==> config.mk <==
export PLATFORM = sky130hd
export DESIGN_NAME = keypad_scanner
export DESIGN_NICKNAME = d
export VERILOG_FILES = /design/src/rtl/keypad_scanner.sv
export SDC_FILE = /design/constraint.sdc
export NUM_CORES = 1
export LEC_CHECK = 0
export ABC_AREA = 1
export CORE_MARGIN = 10
export CORE_UTILIZATION = 53
export CTS_CLUSTER_DIAMETER = 40
export DETAILED_ROUTE_END_ITERATION = 8
export GPL_TIMING_DRIVEN = 0
export PLACE_DENSITY = 0.77
export SLEW_MARGIN = 40
export SYNTH_ARGS = -nofsm -noshare
export SYNTH_HDL_FRONTEND = slang
export SYNTH_SLANG_ARGS = --single-unit
==> constraint.sdc <==
create_clock -name clk -period 3 [get_ports clk]
set_input_delay 0.6 -clock clk [delete_from_list [all_inputs] [get_ports clk]]
set_output_delay 0.6 -clock clk [all_outputs]
set_load 0.02 [all_outputs]
==> src/rtl/keypad_scanner.sv <==
// 4x4 active-low matrix keypad scanner: rotating column strobe, synchronized row
// sampling, per-scan ghost rejection and press/release debounce with a one-cycle valid.
module keypad_scanner #(
    parameter int SCAN_DIV       = 1000,
    parameter int DEBOUNCE_SCANS = 4
) (
    input  logic       clk,
    input  logic       rst_n,
    input  logic [3:0] row_n,
    output logic [3:0] col_n,
    output logic [3:0] key_code,
    output logic       key_valid,
    output logic       key_down
);

    localparam int             PW         = (SCAN_DIV > 1) ? $clog2(SCAN_DIV) : 1;
    localparam logic [PW-1:0]  PRESC_LAST = PW'(SCAN_DIV - 1);
    localparam logic [3:0]     DB_COUNT   = 4'(DEBOUNCE_SCANS);

    typedef enum logic [1:0] {
        IDLE     = 2'd0,
        PRESS_DB = 2'd1,
        PRESSED  = 2'd2,
        REL_DB   = 2'd3
    } state_t;

    function automatic logic [2:0] count_low(input logic [3:0] v);
        logic [2:0] c;
        c = 3'd0;
        for (int i = 0; i < 4; i++) begin
            c = c + {2'b00, ~v[i]};
        end
        return c;
    endfunction

    function automatic logic [1:0] last_low_idx(input logic [3:0] v);
        logic [1:0] idx;
        idx = 2'd0;
        for (int i = 0; i < 4; i++) begin
            if (!v[i]) begin
                idx = i[1:0];
            end else begin
                idx = idx;
            end
        end
        return idx;
    endfunction

    logic [3:0]    sync1_q, sync2_q;
    logic [PW-1:0] presc_q;
    logic [1:0]    col_idx_q;
    logic [3:0]    col_n_q;
    logic [1:0]    acc_cnt_q;
    logic [3:0]    acc_code_q;
    state_t        state_q, state_d;
    logic [3:0]    cand_q, cand_d;
    logic [3:0]    stable_q, stable_d;
    logic [3:0]    key_code_q, key_code_d;
    logic          key_valid_q, key_valid_d;
    logic          key_down_q, key_down_d;

    logic          sample_s, close_s;
    logic [2:0]    col_cnt_s, sum_s;
    logic [1:0]    total_s;
    logic [3:0]    scan_code_s, stable_inc_s;
    logic          res_none_s, res_single_s;

    // Two-flop synchronizer for the asynchronous row inputs
    always_ff @(posedge clk or negedge rst_n) begin
        if (!rst_n) begin
            sync1_q <= 4'b1111;
            sync2_q <= 4'b1111;
        end else begin
            sync1_q <= row_n;
            sync2_q <= sync1_q;
        end
    end

    // Prescaler and rotating column select; column advances at each sample point
    always_ff @(posedge clk or negedge rst_n) begin
        if (!rst_n) begin
            presc_q   <= '0;
            col_idx_q <= 2'd0;
            col_n_q   <= 4'b1110;
        end else if (sample_s) begin
            presc_q   <= '0;
            col_idx_q <= col_idx_q + 2'd1;
            col_n_q   <= ~(4'b0001 << (col_idx_q + 2'd1));
        end else begin
            presc_q   <= presc_q + PW'(1);
        end
    end

    // Per-column pressed count, saturated at 2 since only NONE/SINGLE/MULTI matter
    always_comb begin
        sample_s     = (presc_q == PRESC_LAST);
        close_s      = sample_s && (col_idx_q == 2'd3);
        col_cnt_s    = count_low(sync2_q);
        sum_s        = {1'b0, acc_cnt_q} + col_cnt_s;
        total_s      = (sum_s >= 3'd2) ? 2'd2 : sum_s[1:0];
        scan_code_s  = (col_cnt_s != 3'd0) ? {last_low_idx(sync2_q), col_idx_q} : acc_code_q;
        res_none_s   = close_s && (total_s == 2'd0);
        res_single_s = close_s && (total_s == 2'd1);
        stable_inc_s = stable_q + 4'd1;
    end

    // Scan accumulators, cleared when a scan closes
    always_ff @(posedge clk or negedge rst_n) begin
        if (!rst_n) begin
            acc_cnt_q  <= 2'd0;
            acc_code_q <= 4'd0;
        end else if (close_s) begin
            acc_cnt_q  <= 2'd0;
            acc_code_q <= 4'd0;
        end else if (sample_s) begin
            acc_cnt_q  <= total_s;
            acc_code_q <= scan_code_s;
        end else begin
            acc_cnt_q  <= acc_cnt_q;
            acc_code_q <= acc_code_q;
        end
    end

    // Debounce FSM next state; MULTI counts as no press but also as no release
    always_comb begin
        state_d     = state_q;
        cand_d      = cand_q;
        stable_d    = stable_q;
        key_code_d  = key_code_q;
        key_valid_d = 1'b0;
        case (state_q)
            IDLE: begin
                if (res_single_s) begin
                    cand_d   = scan_code_s;
                    stable_d = 4'd1;
                    if (DB_COUNT == 4'd1) begin
                        state_d     = PRESSED;
                        key_code_d  = scan_code_s;
                        key_valid_d = 1'b1;
                    end else begin
                        state_d = PRESS_DB;
                    end
                end else begin
                    state_d = IDLE;
                end
            end
            PRESS_DB: begin
                if (res_single_s && (scan_code_s == cand_q)) begin
                    stable_d = stable_inc_s;
                    if (stable_inc_s >= DB_COUNT) begin
                        state_d     = PRESSED;
                        key_code_d  = cand_q;
                        key_valid_d = 1'b1;
                    end else begin
                        state_d = PRESS_DB;
                    end
                end else if (res_single_s) begin
                    cand_d   = scan_code_s;
                    stable_d = 4'd1;
                end else if (close_s) begin
                    state_d = IDLE;
                end else begin
                    state_d = PRESS_DB;
                end
            end
            PRESSED: begin
                if (res_none_s) begin
                    stable_d = 4'd1;
                    state_d  = (DB_COUNT == 4'd1) ? IDLE : REL_DB;
                end else begin
                    state_d = PRESSED;
                end
            end
            REL_DB: begin
                if (res_none_s) begin
                    stable_d = stable_inc_s;
                    state_d  = (stable_inc_s >= DB_COUNT) ? IDLE : REL_DB;
                end else if (close_s) begin
                    state_d = PRESSED;
                end else begin
                    state_d = REL_DB;
                end
            end
            default: begin
                state_d = IDLE;
            end
        endcase
        key_down_d = (state_d == PRESSED) || (state_d == REL_DB);
    end

    // FSM state and registered outputs
    always_ff @(posedge clk or negedge rst_n) begin
        if (!rst_n) begin
            state_q     <= IDLE;
            cand_q      <= 4'd0;
            stable_q    <= 4'd0;
            key_code_q  <= 4'd0;
            key_valid_q <= 1'b0;
            key_down_q  <= 1'b0;
        end else begin
            state_q     <= state_d;
            cand_q      <= cand_d;
            stable_q    <= stable_d;
            key_code_q  <= key_code_d;
            key_valid_q <= key_valid_d;
            key_down_q  <= key_down_d;
        end
    end

    assign col_n     = col_n_q;
    assign key_code  = key_code_q;
    assign key_valid = key_valid_q;
    assign key_down  = key_down_q;

endmodule

==> flow_metrics.env <==
export IMPL_wl_met2_mm=2.55
export IMPL_yosys_register_bits=45
export IMPL_reg2reg_slack_ns=-0.09
export IMPL_p_per_area_nw_per_um2=426
export IMPL_synth_cell_types=29
export IMPL_grt_max_degree=27
export IMPL_worstMarginPinSlew_ns=0.448
export IMPL_violations="setup timing"
export IMPL_worstSetupEndpointType="register"
export IMPL_synth_top_area_frac=0.355
export IMPL_synth_common_cells="nand2_1 (67), inv_1 (35), dfrtp_1 (34), nand3_1 (34), nor2_1 (32)"
export IMPL_clockRootBuffer="clkbuf_8"
export IMPL_portBuffers=15
export IMPL_leakagePower_nw=1.38
export IMPL_core_area_um2=4380
export IMPL_cts_clk_slew_worst_paths_ns=0.09
export IMPL_dp_slack_ns=-0.219
export IMPL_fin_skew_ns=0.00453
export IMPL_cpMaxStageDelayCell="dfstp_2"
export IMPL_rsz0062_at_grt="true"
export IMPL_die_h_um=87.3
export IMPL_grt_antenna_before_repair=0
export IMPL_grt_overflow_total=0
export IMPL_final_max_slew_viol_count=0
export IMPL_ir_worst_vdd_uv=365
export IMPL_wl_per_cell_um=14.0
export IMPL_worst_setup_path_type="register to register"
export IMPL_gp_congestion=0.810
export IMPL_hp_class="input port to asynchronous set/reset pin"
export IMPL_htree_levels=2
export IMPL_synthCells=287
export IMPL_yosysWarningCount=0
export IMPL_crit_chain="inv_2 > fa_2 > ha_4 > ha_4 > fa_2 > nor2_2 > nand2_2 > nor2_4 > nand2_4 > nor2_4 > buf_4 > nand2_2 > nand2_1 > nand3_1 > nand3_1"
export IMPL_clkSinkCount=45
export IMPL_highest_layer="met4"
export IMPL_synthArstFlopShare=1.00
export IMPL_ant_nets=0
export IMPL_startpoint="sync2_q[0]$_DFF_PN1_"
export IMPL_synth_ff_type="dfrtp_1"
export IMPL_met3_length_um=241
export IMPL_avgSynthCellArea_um2=8.36
export IMPL_fin_cells=372
export IMPL_cts_buffer_depth=2
export IMPL_dpl_cell_count=355
export IMPL_via_per_inst=5.32
export IMPL_vias=1978
export IMPL_start_kind="register"
export IMPL_relSlewSlack=0.701
export IMPL_netlist_area_um2=2400
export IMPL_final_core_util=0.668
export IMPL_totalPowerFinal_mw=1.25
export IMPL_period_share=1.03
export IMPL_maxCapViolCount=0
export IMPL_hold_violations=0
export IMPL_nets=336
export IMPL_cts_tree="done"
export IMPL_seq_area_frac_synth=0.475
export IMPL_clk_insertion_delay_late_ns=0.31
export IMPL_die_area_um2=7620
export IMPL_r2r_cells=15
export IMPL_area_growth_pct=22.0
export IMPL_finalSetupTns_ns=-0.540
export IMPL_finalWorstPathRequiredPeriod_ns=3.09
export IMPL_wl_met1_mm=2.28
export IMPL_yosys_cell_count_top_type="nand2_1"
export IMPL_dr_pass1_iters=4
export IMPL_worst_r2r_endpoint="state_q[0]$_DFF_PN0_"
export IMPL_syn_nets=304
export IMPL_cpPeakStageDelay_ns=0.53
export IMPL_io_pins=16
export IMPL_start_util=0.547
export IMPL_grt_usage=0.148
export IMPL_final_layout_size_suffix_gt1_frac=0.222
export IMPL_diodes=0
export IMPL_setup_ws_ns=-0.0890
export IMPL_status="finished, violations left"
export IMPL_synth_edf_count=0
export IMPL_r2r_start="sync2_q[0]$_DFF_PN1_"
export IMPL_drc=0
export IMPL_ctsHoldBuffers=0
export IMPL_synthTopCellsByArea="dfrtp_1 (35%), dfstp_2 (12%), nand2_1 (10%)"
export IMPL_yosys_area_top_type="dfrtp_1"
export IMPL_dr_first_iter_drc_count=164
export IMPL_row_count=24
export IMPL_grt_pass1_vias=2075
export IMPL_setup_viol_count_final=14
export IMPL_path_max_fanout=5
export IMPL_numCtsBuffers=5
export IMPL_max_freq_mhz=324
export IMPL_cp_arrival_ns=3.33
export IMPL_grt_pass1_wl_mm=9.16
export IMPL_place_hpwl_mm=3.43
export IMPL_die_w_um=87.3
export IMPL_required_ns=3.25
export IMPL_routed_wirelength_mm=5.22
-- worst max path at each step --
stage / endpoint / cells after the start
6_report: state_q[0]$_DFF_PN0_ / 15
5_1_grt: stable_q[2]$_DFFE_PN0P_ / 14
4_1_cts: cand_q[3]$_DFFE_PN0P_ / 14
3_5_place_dp: key_code[0]$_DFFE_PN0P_ / 15
3_3_place_gp: key_code[0]$_DFFE_PN0P_ / 15
2_1_floorplan: cand_q[0]$_DFFE_PN0P_ / 15
-- layout make-up --
class | count | area (um^2)
Buffer | 2 | 7.51
Clock buffer | 5 | 68.8
Clock inverter | 3 | 46.3
Fill cell | 358 | 1460
Inverter | 37 | 139
Multi-Input combinational cell | 204 | 1230
Sequential cell | 45 | 1140
Tap cell | 52 | 65.1
Timing Repair Buffer | 24 | 228
-- placed cells by master (no fill, tap or decap), drive strengths merged --
cell type      instances
clkdlybuf4s50         14
o21a                   2
dfrtp                 34
and3                   1
nand3                 35
fa                     2
o21ai                 16
clkinv                 2
clkinvlp               1
inv                   36
xor2                   5
nand4                  4
nand2                 75
clkbuf                 7
buf                   10
o31ai                  1
a21oi                  5
bufinv                 1
nor3                   8
nor2                  39
ha                     9
dfstp                 11
a21boi                 2
-- critical path: cells and delay by family (launching register included) --
family | cells | cell delay (ns)
buffers and inverters | 2 | 0.19
and+or+nand+nor | 9 | 0.89
adders and majority gates | 4 | 1.41
DFF | 1 | 0.53
-- state kept, by name, indices dropped and copies added (netlist names) --
name	count
acc_cnt_q	2
acc_code_q	4
cand_q	4
col_idx_q	2
col_n	4
key_code	4
key_down	1
key_valid	1
presc_q	10
stable_q	4
state_q	1
sync1_q	4
sync2_q	4
-- kinds of logic (layout without fill, tap and decap cells) --
group,Yosys count,after routing,share of synthesized area
AO/OA/AOI/OAI,26,26,0.0594
XOR/XNOR,5,5,0.0182
adder cells (fa/ha/maj),11,11,0.0636
buffers and inverters,39,71,0.0610
flip-flops,45,45,0.475
AND/OR/NAND/NOR,161,162,0.323
-- power breakdown --
group / switching, mW / total, mW / internal (mW)
Clock: 0.226 / 0.475 / 0.249
Sequential: 0.00248 / 0.619 / 0.616
Combinational: 0.0953 / 0.154 / 0.0585
-- timing repair --
item,in CTS,in global routing
gates cloned,1,0
endpoints found under the setup margin,15,15
pin swaps,11,9
setup buffers,5,3
resized for setup,18,10
-- metrics by stage --
stage | hold WS, ns | area [um^2]
6_report | 0.157 | 2930
4_1_cts | 0.169 | 2880
5_1_grt | 0.168 | 2930
3_3_place_gp | 0.346 | 2620
3_5_place_dp | 0.347 | 2630
2_1_floorplan | 0.304 | 2400
-- routing by layer --
| metal | track usage | up-vias |
|---|---|---|
| li1 | - | 988 |
| met1 | 0.172 | 931 |
| met2 | 0.247 | 43 |
| met3 | 0.0365 | 16 |
| met4 | 0.0681 | 0 |
| met5 | 0 | - |
No activity file was read; power rests on OpenSTA's default activity.
==> patch 1 (same settings) <==
The parameter `SCAN_DIV` goes from 1000 to 2000.
--- a/src/rtl/keypad_scanner.sv
+++ b/src/rtl/keypad_scanner.sv
@@ -2,5 +2,5 @@
 // sampling, per-scan ghost rejection and press/release debounce with a one-cycle valid.
 module keypad_scanner #(
-    parameter int SCAN_DIV       = 1000,
+    parameter int SCAN_DIV       = 2000,
     parameter int DEBOUNCE_SCANS = 4
 ) (
Formal check against the unedited RTL: same outputs for any inputs over 10 cycles, from zero or initial values and one cycle with rst_n low; that may be too few to reach the edited logic, so the function may still have changed.
==> patch 1 against the unedited design <==
The run still ends with setup timing left. Clock power fell by 12%. Clock skew rose by 0.0028 ns. Final area rose by 3.7%. Power barely moved. Setup slack got worse by 0.046 ns. Via count rose by 0.61%. Highest routed layer unchanged. Critical path depth did not move. Synthesized cell count fell by 0.35%. Largest cell class unchanged. Routed wire length fell by 3.2%. Synthesized area rose by 6.0%. Sequential cell count rose by 2.
==> patch 1: results (changes against the unedited design) <==
power_and_ir_drop:
  leakagePower_nw: 1.49  # +8.2%
  ir_drop_mv: 0.225  # -38%
route:
  met1Wirelength_um: 2170  # -4.8%
  num_vias: 1990  # +0.61%
  drtIter0Drc: 119  # -27%
  wl_um: 5050  # -3.2%
  maxUsedRoutingLayer: "met4"
global_routing:
  grt_max_degree: 29  # +7.4%
  grt_usage_pct: 14.5  # -0.27 points
cells_and_area:
  fin_nets: 333  # -0.89%
  final.fill_count: 378  # +5.6%
  drive_gt1_share_pct: 25.2  # +3.0 points
  layout.cells.non_filler: 371  # -0.27%
  largest_reg_flops: 11  # +1
synthesis:
  synth_cell_types: 33  # +14%
  synth_async_sr_flop_share_pct: 100  # unchanged
  seq_area_frac_synth_pct: 46.8  # -0.72 points
  yosys_warnings: 0  # unchanged
  syn_nets: 303  # -0.33%
  synth_common_cells: "nand2_1 (75), dfrtp_1 (36), inv_1 (33), nand3_1 (31), nor2_1 (13)"
  syn_inst: 286  # -0.35%
critical_path:
  critPathMaxFanout: 7  # +2
  cp_slowest_stage_delay_ns: 0.58  # +0.05 ns
  critical-path-slowest-cell: "fa_1"
placement:
  routabilityCongestion: 0.891  # +10%
  post-dp-hpwl_um: 3670  # +6.8%
  placedCellCount: 356  # +0.28%
cts:
  clk_path_buf_depth: 2  # unchanged
  clock-root-buffer: "clkbuf_8"
status:
  status: "finished, violations left"
  violations: "setup timing"
timing:
  relSlewSlack_pct: 66.3  # -3.8 points
  finClkSkew_ns: 0.00735  # +0.00282 ns
  setup_viol: 13  # -1
  final.setup.worst_slack_ns: -0.135  # -0.0455 ns
-- patch 1: worst reg2reg max path, cell delays in order, from the launching register on --
cell and delay, ns:
dfstp_2 0.53, inv_2 0.03, fa_1 0.58, ha_4 0.23, ha_4 0.16, fa_1 0.45
nor2_2 0.13, nand2_2 0.10, nor2_4 0.13, inv_4 0.07, nor2_2 0.09, nand3b_1 0.11
nor2_2 0.16, nand3_4 0.14, nand2_1 0.10, nand2_1 0.05
-- patch 1: final cells by class --
class                      count  area (um2)  area share, %
buffer                         1        3.75          0.124
clock buffer                   8         100           3.30
timing repair buffer          23         236           7.79
multi-input combinational    199        1290           42.5
sequential                    47        1190           39.2
inverter                      39         149           4.91
tap                           54        67.6           2.23
-- patch 1: report_power, final --
part | internal (W) | leakage (nW) | switching [W]
registers | 0.000643 | 0.604 | 0.00000215
clock network | 0.000210 | 0.0515 | 0.000206
logic | 0.0000683 | 0.839 | 0.000117
total | 0.000922 | 1.49 | 0.000326
-- patch 1: logic make-up after synthesis --
logic type	after synthesis	synth area share, %
XOR/XNOR	6	2.07
flip-flops	47	46.8
adder cells (fa/ha/maj)	11	6.00
AO/OA/AOI/OAI	18	3.98
buffers and inverters	40	5.90
AND/OR/NAND/NOR	164	35.3
-- patch 1: per-stage QoR --
stage / area, um2 / setup TNS [ns] / total power [W] / setup slack (ns)
after floorplan: 2540 / 0 / 0.000763 / 0.0462
after global placement: 2760 / -1.52 / 0.000799 / -0.178
after detailed placement: 2780 / -1.98 / 0.000807 / -0.228
after CTS: 2970 / -0.456 / 0.00124 / -0.113
after global routing: 3040 / -3.28 / 0.00130 / -0.298
final: 3040 / -0.785 / 0.00125 / -0.135
-- patch 1: final timing paths --
path                               endpoint  slack, ns  cells after the start
worst max-delay path            key_code[0]      -0.13                     15
worst min-delay path             presc_q[9]       0.17                      1
worst max register to register  key_code[0]      -0.13                     15
worst min register to register   sync2_q[3]       0.36                      0
max in group asynchronous        sync2_q[3]       2.33                      2
min in group clk                 sync2_q[3]       0.36                      0
-- patch 1: routing by layer --
metal,vias to the layer above,track usage (%)
met5,-,0
met4,0,5.92
met3,8,3.83
met2,59,23.7
met1,948,17.7
li1,975,-
-- patch 1: timing repair --
action,in CTS,in global routing
pin swaps,2,6
gates resized for setup,8,14
setup buffers,3,5
setup endpoints to repair,16,16
==> patch 2 (same flow settings) <==
Without the edit above. Take the reset off `key_code_q` and load it in a clocked block of its own.
--- a/src/rtl/keypad_scanner.sv
+++ b/src/rtl/keypad_scanner.sv
@@ -195,5 +195,4 @@
             cand_q      <= 4'd0;
             stable_q    <= 4'd0;
-            key_code_q  <= 4'd0;
             key_valid_q <= 1'b0;
             key_down_q  <= 1'b0;
@@ -202,8 +201,11 @@
             cand_q      <= cand_d;
             stable_q    <= stable_d;
-            key_code_q  <= key_code_d;
             key_valid_q <= key_valid_d;
             key_down_q  <= key_down_d;
         end
+    end
+
+    always_ff @(posedge clk) begin
+        key_code_q <= key_code_d;
     end
 
Behaviour: no difference found for any inputs over 10 cycles, from zero or initial values and one cycle with rst_n low; that may be too few to reach the edited logic, so the function may still have changed.
==> patch 2 against the unedited design <==
Sequential power grew 1%. Setup slack got worse by 0.058 ns. Routed wire length down 5.0%. Critical path type unchanged. The flow still finishes with violations (setup timing). Synthesized area increased by 3.0%. Sequential cell count is the same. Power fell by 6.7%. Final area grew 0.60%.
==> patch 2: results (changes against the unedited design) <==
cells_and_area:
  fin_nets: 324  # -3.6%
  final.fill_count: 366  # +2.2%
placement:
  post-dp-hpwl_um: 3430  # about the same
  routabilityCongestion: 0.849  # +4.9%
power_and_ir_drop:
  p_sw_share_pct: 27.2  # +1.2 points
  leakagePower_nw: 1.45  # +5.3%
  ir_drop_mv: 0.246  # -33%
synthesis:
  synth-edff-count: 4  # +4
  synth_async_sr_flop_share_pct: 91.1  # -8.9 points
  synth_xor_area_share_pct: 1.42  # -0.41 points
  seq_area_frac_synth_pct: 46.9  # -0.58 points
  syn_nets: 295  # -3.0%
  synth-compound-area-share_pct: 5.01  # -0.93 points
  synth.area.top_cells: "dfrtp_1 (30%), dfstp_2 (12%), nand2_1 (7.9%), nand3_1 (6.5%), inv_1 (5.9%)"
  yosys.area_share.adder_pct: 6.17  # -0.19 points
  synth_cell_types: 32  # +10%
  synth_common_cells: "nand2_1 (52), inv_1 (39), nand3_1 (32), dfrtp_1 (30), nor2_1 (21)"
  yosys_warnings: 0  # unchanged
status:
  violations: "setup timing"
  status: "finished, violations left"
route:
  viasPerCell: 5.32  # about the same
  drtIter0Drc: 120  # -27%
  avgRoutedWirePerCell_um: 13.8  # -1.9%
critical_path:
  reg2reg_depth: 12  # -3
  cp.arrival_ns: 3.17  # -0.16 ns
  worstReg2RegEnd: "key_code[2]"
global_routing:
  grt_max_degree: 42  # +56%
  grt_pass1_wl_um: 8310  # -9.3%
  grt_pass1_vias: 1857  # -11%
  grt_usage_pct: 13.3  # -1.4 points
timing:
  finClkSkew_ns: 0.00887  # +0.00434 ns
  finalSetupTns_ns: -0.837  # -0.297 ns
  final.setup.worst_slack_ns: -0.147  # -0.0579 ns
  whs_ns: 0.273  # +0.116 ns
  setup_viol: 12  # -2
  relSlewSlack_pct: 65.9  # -4.2 points
-- patch 2: how the worst max path moves through the flow --
stage	from	end	slack, ns	cells after the start
detailed placement	sync2_q[1]	key_code[2]	-0.20	11
floorplan	sync2_q[0]	key_code[0]	-0.01	11
CTS	sync2_q[0]	key_code[2]	-0.11	12
finish	sync2_q[0]	key_code[2]	-0.15	12
global route	sync2_q[0]	key_code[2]	-0.24	12
global placement	sync2_q[1]	key_code[2]	-0.18	11
-- patch 2: area by class of cell --
cell class / instances / area share [%]
Multi-Input combinational cell: 189 / 43.0
Timing Repair Buffer: 22 / 6.93
Clock inverter: 2 / 0.340
Sequential cell: 45 / 39.4
Tap cell: 52 / 2.21
Inverter: 42 / 5.35
Buffer: 2 / 0.340
Clock buffer: 6 / 2.46
-- patch 2: critical path: cells and delay by family, from the launching register on --
kind,cells,cell delay [ns]
flip-flops,1,0.53
AND/OR/NAND/NOR,6,0.71
buffers and inverters,2,0.22
adder cells (fa/ha/maj),4,1.41
-- patch 2: power groups by stage --
stage | clock [W] | combinational [W] | sequential, W
floorplan | 0 | 0.000117 | 0.000636
global placement | 0 | 0.000151 | 0.000636
global route | 0.000396 | 0.000190 | 0.000626
finish | 0.000365 | 0.000174 | 0.000625
detailed placement | 0 | 0.000154 | 0.000637
CTS | 0.000375 | 0.000168 | 0.000625
-- patch 2: cell families (layout without fill, tap and decap cells) --
family                   Yosys count  in the layout
AO/OA/AOI/OAI                     24             24
XOR/XNOR                           4              4
flip-flops                        45             45
buffers and inverters             44             74
adder cells (fa/ha/maj)           11             11
AND/OR/NAND/NOR                  150            150
-- patch 2: metrics by stage --
| stage | std cells | cell area (um2) | utilization (%) | power, W | setup slack [ns] |
|---|---|---|---|---|---|
| CTS | 358 | 2890 | 64.9 | 0.00117 | -0.107 |
| finish | 360 | 2940 | 66.2 | 0.00116 | -0.147 |
| global placement | 345 | 2730 | 61.5 | 0.000788 | -0.175 |
| global route | 360 | 2940 | 66.2 | 0.00121 | -0.243 |
| detailed placement | 345 | 2730 | 61.4 | 0.000791 | -0.198 |
| floorplan | 278 | 2520 | - | 0.000753 | -0.0123 |
-- patch 2: layer usage --
metal / GRT usage, % / wire (um)
met5: 0 / 0
met4: 5.14 / 81
met3: 2.39 / 167
met2: 22.8 / 2540
met1: 16.3 / 2160
-- patch 2: timing repair --
item	CTS	global route
gates resized for setup	8	12
pin swaps	3	6
endpoints found under the setup margin	9	15
buffers inserted	5	2
